--- src/rtl/ss_dp_pkg.sv ---
// Shared definitions for the stack/data-pointer register: select encodings and default width.
package ss_dp_pkg;

   localparam int DP_WIDTH = 16;

   localparam logic [1:0] DP_SRC_ADD0 = 2'd0;
   localparam logic [1:0] DP_SRC_INC  = 2'd1;
   localparam logic [1:0] DP_SRC_DEC  = 2'd2;
   localparam logic [1:0] DP_SRC_HOLD = 2'd3;

endpackage

--- src/rtl/ss_dp_offset_adder.sv ---
// Combinational next-pointer generator: add, add+1 or add-1 (modulo 2^WIDTH).
// The wrap output exists only when SS_DP_WRAP_FLAG_EN is defined.
module ss_dp_offset_adder
   import ss_dp_pkg::*;
#(
   parameter int WIDTH = DP_WIDTH
) (
   input  logic [WIDTH-1:0] add,
   input  logic [1:0]       dp_src,
   output logic [WIDTH-1:0] next_dp
`ifdef SS_DP_WRAP_FLAG_EN
   ,
   output logic             wrap
`endif
);

   // Hold is resolved by the register; here it simply passes add through.
   always_comb begin
      next_dp = add;
      case (dp_src)
         DP_SRC_INC: next_dp = add + WIDTH'(1);
         DP_SRC_DEC: next_dp = add - WIDTH'(1);
         default:    next_dp = add;
      endcase
   end

`ifdef SS_DP_WRAP_FLAG_EN
   always_comb begin
      wrap = ((dp_src == DP_SRC_INC) && (&add)) ||
             ((dp_src == DP_SRC_DEC) && (add == '0));
   end
`endif

endmodule

--- src/rtl/ss_dp_16b.sv ---
// Stack/data-pointer register: loads add, add+1 or add-1 each clock, or holds.
// Optional registered wrap flag output dp_wrap when SS_DP_WRAP_FLAG_EN is defined.
module ss_dp_16b
   import ss_dp_pkg::*;
#(
   parameter int WIDTH = DP_WIDTH
) (
   input  logic             CLK,
   input  logic             reset,
   input  logic [WIDTH-1:0] add,
   input  logic [1:0]       dp_src,
   output logic [WIDTH-1:0] dp
`ifdef SS_DP_WRAP_FLAG_EN
   ,
   output logic             dp_wrap
`endif
);

   logic [WIDTH-1:0] next_dp_p0;
`ifdef SS_DP_WRAP_FLAG_EN
   logic             wrap_p0;
`endif

   ss_dp_offset_adder #(
      .WIDTH (WIDTH)
   ) u_offset_adder (
      .add     (add),
      .dp_src  (dp_src),
      .next_dp (next_dp_p0)
`ifdef SS_DP_WRAP_FLAG_EN
      ,
      .wrap    (wrap_p0)
`endif
   );

   // Stage boundary: next pointer -> registered dp
   always_ff @(posedge CLK or negedge reset) begin
      if (!reset) begin
         dp <= '0;
      end else if (dp_src != DP_SRC_HOLD) begin
         dp <= next_dp_p0;
      end
   end

`ifdef SS_DP_WRAP_FLAG_EN
   // Wrap flag follows dp updates and holds alongside it.
   always_ff @(posedge CLK or negedge reset) begin
      if (!reset) begin
         dp_wrap <= 1'b0;
      end else if (dp_src != DP_SRC_HOLD) begin
         dp_wrap <= wrap_p0;
      end
   end
`endif

endmodule

--- config.mk ---
export PLATFORM = sky130hd
export DESIGN_NAME = ss_dp_16b
export DESIGN_NICKNAME = d
export VERILOG_FILES = /design/src/rtl/ss_dp_pkg.sv /design/src/rtl/ss_dp_offset_adder.sv /design/src/rtl/ss_dp_16b.sv
export SDC_FILE = /design/constraint.sdc
export NUM_CORES = 1
export LEC_CHECK = 0
export CORE_MARGIN = 10
export CORE_UTILIZATION = 48
export DETAILED_ROUTE_END_ITERATION = 7
export PLACE_DENSITY = 0.78
export SLEW_MARGIN = 20
export SYNTH_ARGS = -nofsm -noshare
export SYNTH_HDL_FRONTEND = slang
export SYNTH_SLANG_ARGS = --single-unit
--- constraint.sdc ---
create_clock -name CLK -period 0.99 [get_ports CLK]
set_clock_uncertainty 0.15 [all_clocks]
set_input_delay 0.1485 -clock CLK [delete_from_list [all_inputs] [get_ports CLK]]
set_output_delay 0.1485 -clock CLK [all_outputs]
set_load 0.005 [all_outputs]
==> results_dict.tcl <==
set metrics [dict create \
    path_clk_slew_ns 0.08 \
    rsz0062_at_grt "yes" \
    drt-total-wl_um 10100 \
    fillers 138 \
    cts_buffers 3 \
    die_y_um 82.3 \
    die-width_um 82.3 \
    antenna_found_initial 0 \
    drive_gt1_share_pct 53.4 \
    dp_hpwl_um 4980 \
    synth_top_family_by_area "simple AND/OR/NAND/NOR gates" \
    synth_top_area_share_pct 21.5 \
    synth-xor-area-share_pct 4.70 \
    antenna_left 0 \
    slew_viol_final 0 \
    ys_ff_latch 16 \
    power_uw 3110 \
    synthSimpleGateAreaFrac_pct 32.5 \
    start_util_pct 50.1 \
    cts_root_buf "clkbuf_8" \
    synthArstFlopShare_pct 100 \
    slowest_delay_ns 0.35 \
    final.setup.tns_ns -18.72 \
    fin_nets 392 \
    power.density_nw_per_um2 916 \
    drtPass1Iterations 6 \
    p_seq_share_pct 26.3 \
    setup_ws_ns -1.34 \
    pwr-share-comb_pct 53.2 \
    highest_layer "met4" \
    grt_overflow 0 \
    grt_pass1_vias 2642 \
    seq_area_um2 400 \
    relSlewSlack_pct 70.1 \
    hold_viol 0 \
    num_vias 2877 \
    crit_path_max_fanout 6 \
    rr_worst_depth 4 \
    r2r_start "dp[1]$_DFFE_PN0P_" \
    synthCells 248 \
    synth-compound-area-share_pct 24.6 \
    hold_path.class "in -> async" \
    critPathCaptureType "flip-flop" \
    portBuffers 35 \
    status "finished, violations left" \
    cp.required_ns 1.02 \
    pwr-share-clk_pct 20.5 \
    insertion_delay_ns 0.26 \
    p_leak_uw 0.00147 \
    yosys_warnings 0 \
    m1WireLength_um 3460 \
    synthTopCellsByArea "dfrtp_1 (22%), nand2_1 (4.0%), o21ai_0 (4.0%)" \
    synth_mux_area_share_pct 5.17 \
    post-route-min-period_ns 2.33 \
    ys_seq_area_share_pct 21.5 \
    cts_htree_levels 1 \
    dr_wl_met2_um 4730 \
    design.core.area_um2 3720 \
    maxCapViolations 0 \
    violations "setup timing" \
    post-route-drc-count 0 \
    die_area_um2 6770 \
    dr_wl_met3_um 941 \
    cpMaxStageDelayCell "or3_4" \
    crit_type "in -> reg" \
    avgSynthCellArea_um2 7.51 \
    grt_pass1_wl_um 13000 \
    yosys.area.top_type "dfrtp_1" \
    whs_ns 0.0721 \
    multi_input_area_um2 1690 \
    placementRows 22 \
    largest-register "dp" \
    path_cells "buf_12 -> inv_12 -> ha_4 -> xor2_2 -> ha_2 -> and3b_2 -> o21ai_4 -> a211oi_4 -> or3_4 -> a311oi_2 -> nand3b_1" \
    via_per_inst 6.93 \
    largest_reg_flops 16 \
    regToRegSetupSlack_ns -0.13 \
    area_growth_pct 82.6 \
    clock_path_buffers 2 \
    netlist_area_um2 1860 \
    routabilityCongestion 0.972 \
    max_freq_mhz 429 \
    drt_iter0_markers 480 \
    fin_crit_sh_pct 236 \
    synthesis.nets 272 \
    grtUsageTotal_pct 24.2 \
    swShare_pct 37.5 \
    top_regs "dp (16)" \
    synth_edf_count 0 \
    ios 36 \
    r2r_end "dp[1]$_DFFE_PN0P_" \
    cts_tree "done" \
    ir_drop_uv 666 \
    p_int_uw 1950 \
    p_switching_uw 1170 \
    synth_fa_ha_area_share_pct 2.69 \
    tightest_slew_ns 0.447 \
    cts_sinks 16 \
    synthFlopType "dfrtp_1" \
    grt_max_degree 17 \
    yosysUniqueCellTypes 66 \
    setup_viol 32 \
    start_kind "primary input" \
    num_antenna_cells 0 \
    wl_per_cell_um 24.2 \
    arrival_ns 2.37 \
]
## cells in the mapped netlist (all sizes together), types with 3 or more instances
cell / n
mux2i: 4
inv: 8
xor2: 6
nor4b: 3
dfrtp: 16
buf: 9
or3: 10
nor4: 3
mux2: 5
ha: 4
nor2: 19
a21oi: 13
nand2: 20
clkbuf: 19
nand2b: 3
nand4b: 3
nor3: 10
o31a: 4
o21ai: 16
xnor2: 4
nand3b: 4
nand3: 10
or4b: 4
## metal layers
metal | vias to the layer above | GRT usage (%)
li1 | 1157 | -
met1 | 1322 | 25.1
met2 | 293 | 43.6
met3 | 105 | 5.18
met4 | 0 | 14.6
met5 | - | 0
## power by group through the flow
stage                     combinational, uW  sequential, uW  clock, uW
after floorplan                         589             826          0
after global placement                 1210             820          0
after detailed placement               1240             827          0
after CTS                              1360             806        606
after global routing                   1730             824        694
final                                  1660             819        638
## worst max path at each step
stage	slack (ns)	endpoint	cells after the start	from
after floorplan	-1.59	dp[8]$_DFFE_PN0P_	14	dp_src[0]
after global placement	-1.93	dp[15]$_DFFE_PN0P_	8	dp_src[0]
after detailed placement	-1.97	dp[10]$_DFFE_PN0P_	11	dp_src[0]
after CTS	-1.16	dp[9]$_DFFE_PN0P_	9	dp_src[0]
after global routing	-1.39	dp[10]$_DFFE_PN0P_	11	dp_src[0]
final	-1.34	dp[10]$_DFFE_PN0P_	11	dp_src[0]
## logic make-up (layout without fill, tap and decap cells)
family | after synthesis | after routing
xor+xnor | 10 | 10
simple gates | 106 | 106
flops | 16 | 16
compound gates | 66 | 66
fa+ha+maj | 4 | 4
buf+inv | 37 | 156
mux | 9 | 9
## through the flow
stage                     setup WS, ns  instances  area [um2]  util, %
after floorplan                  -1.59        248        2000        -
after global placement           -1.93        375        2770     74.5
after detailed placement         -1.97        375        2770     74.5
after CTS                        -1.16        400        3140     84.4
after global routing             -1.39        415        3400     91.5
final                            -1.34        415        3400     91.5
## placed cells by master, fill, tap and decap left out, types with 3 or more instances in the layout
cell	Yosys	routed
or4b_1	3	3
o21ai_4	0	4
nand3_1	10	9
nand4b_1	3	3
nand3b_1	4	4
xor2_1	6	4
clkdlybuf4s50_1	0	3
mux2i_1	4	3
a21oi_2	0	5
dfrtp_1	16	16
or3_1	10	6
dlygate4sd2_1	0	9
buf_4	1	94
nor2_1	19	18
mux2_4	0	3
buf_6	2	12
nand2_1	20	18
nand2b_1	3	3
a21oi_1	13	7
buf_2	5	18
or3_4	0	4
buf_12	0	3
inv_1	8	7
clkbuf_8	0	4
o21ai_0	15	6
o31a_1	4	4
o21ai_1	1	5
nor3_1	10	8
## area by class of cell
class | instances | share of cell area (%)
inverters | 9 | 1.51
multi-input cells | 195 | 49.7
well taps | 48 | 1.77
clock buffers | 4 | 1.62
repair buffers | 143 | 33.7
flip-flops and latches | 16 | 11.8
## critical path: cells and delay by family
family / cells / cell delay (ns)
AO/OA/AOI/OAI: 3 / 0.66
AND/OR/NAND/NOR: 3 / 0.79
XOR/XNOR: 1 / 0.21
adder cells (fa/ha/maj): 2 / 0.42
buffers and inverters: 2 / 0.12
## timing repair
| item | 4_1_cts | 5_1_grt |
|---|---|---|
| hold buffers | 0 | 0 |
| setup buffers | 21 | 15 |
| resized for setup | 156 | 34 |
| pin swaps | 33 | 33 |
| endpoints found under the setup margin | 32 | 32 |
(Power assumes the default switching activity.)
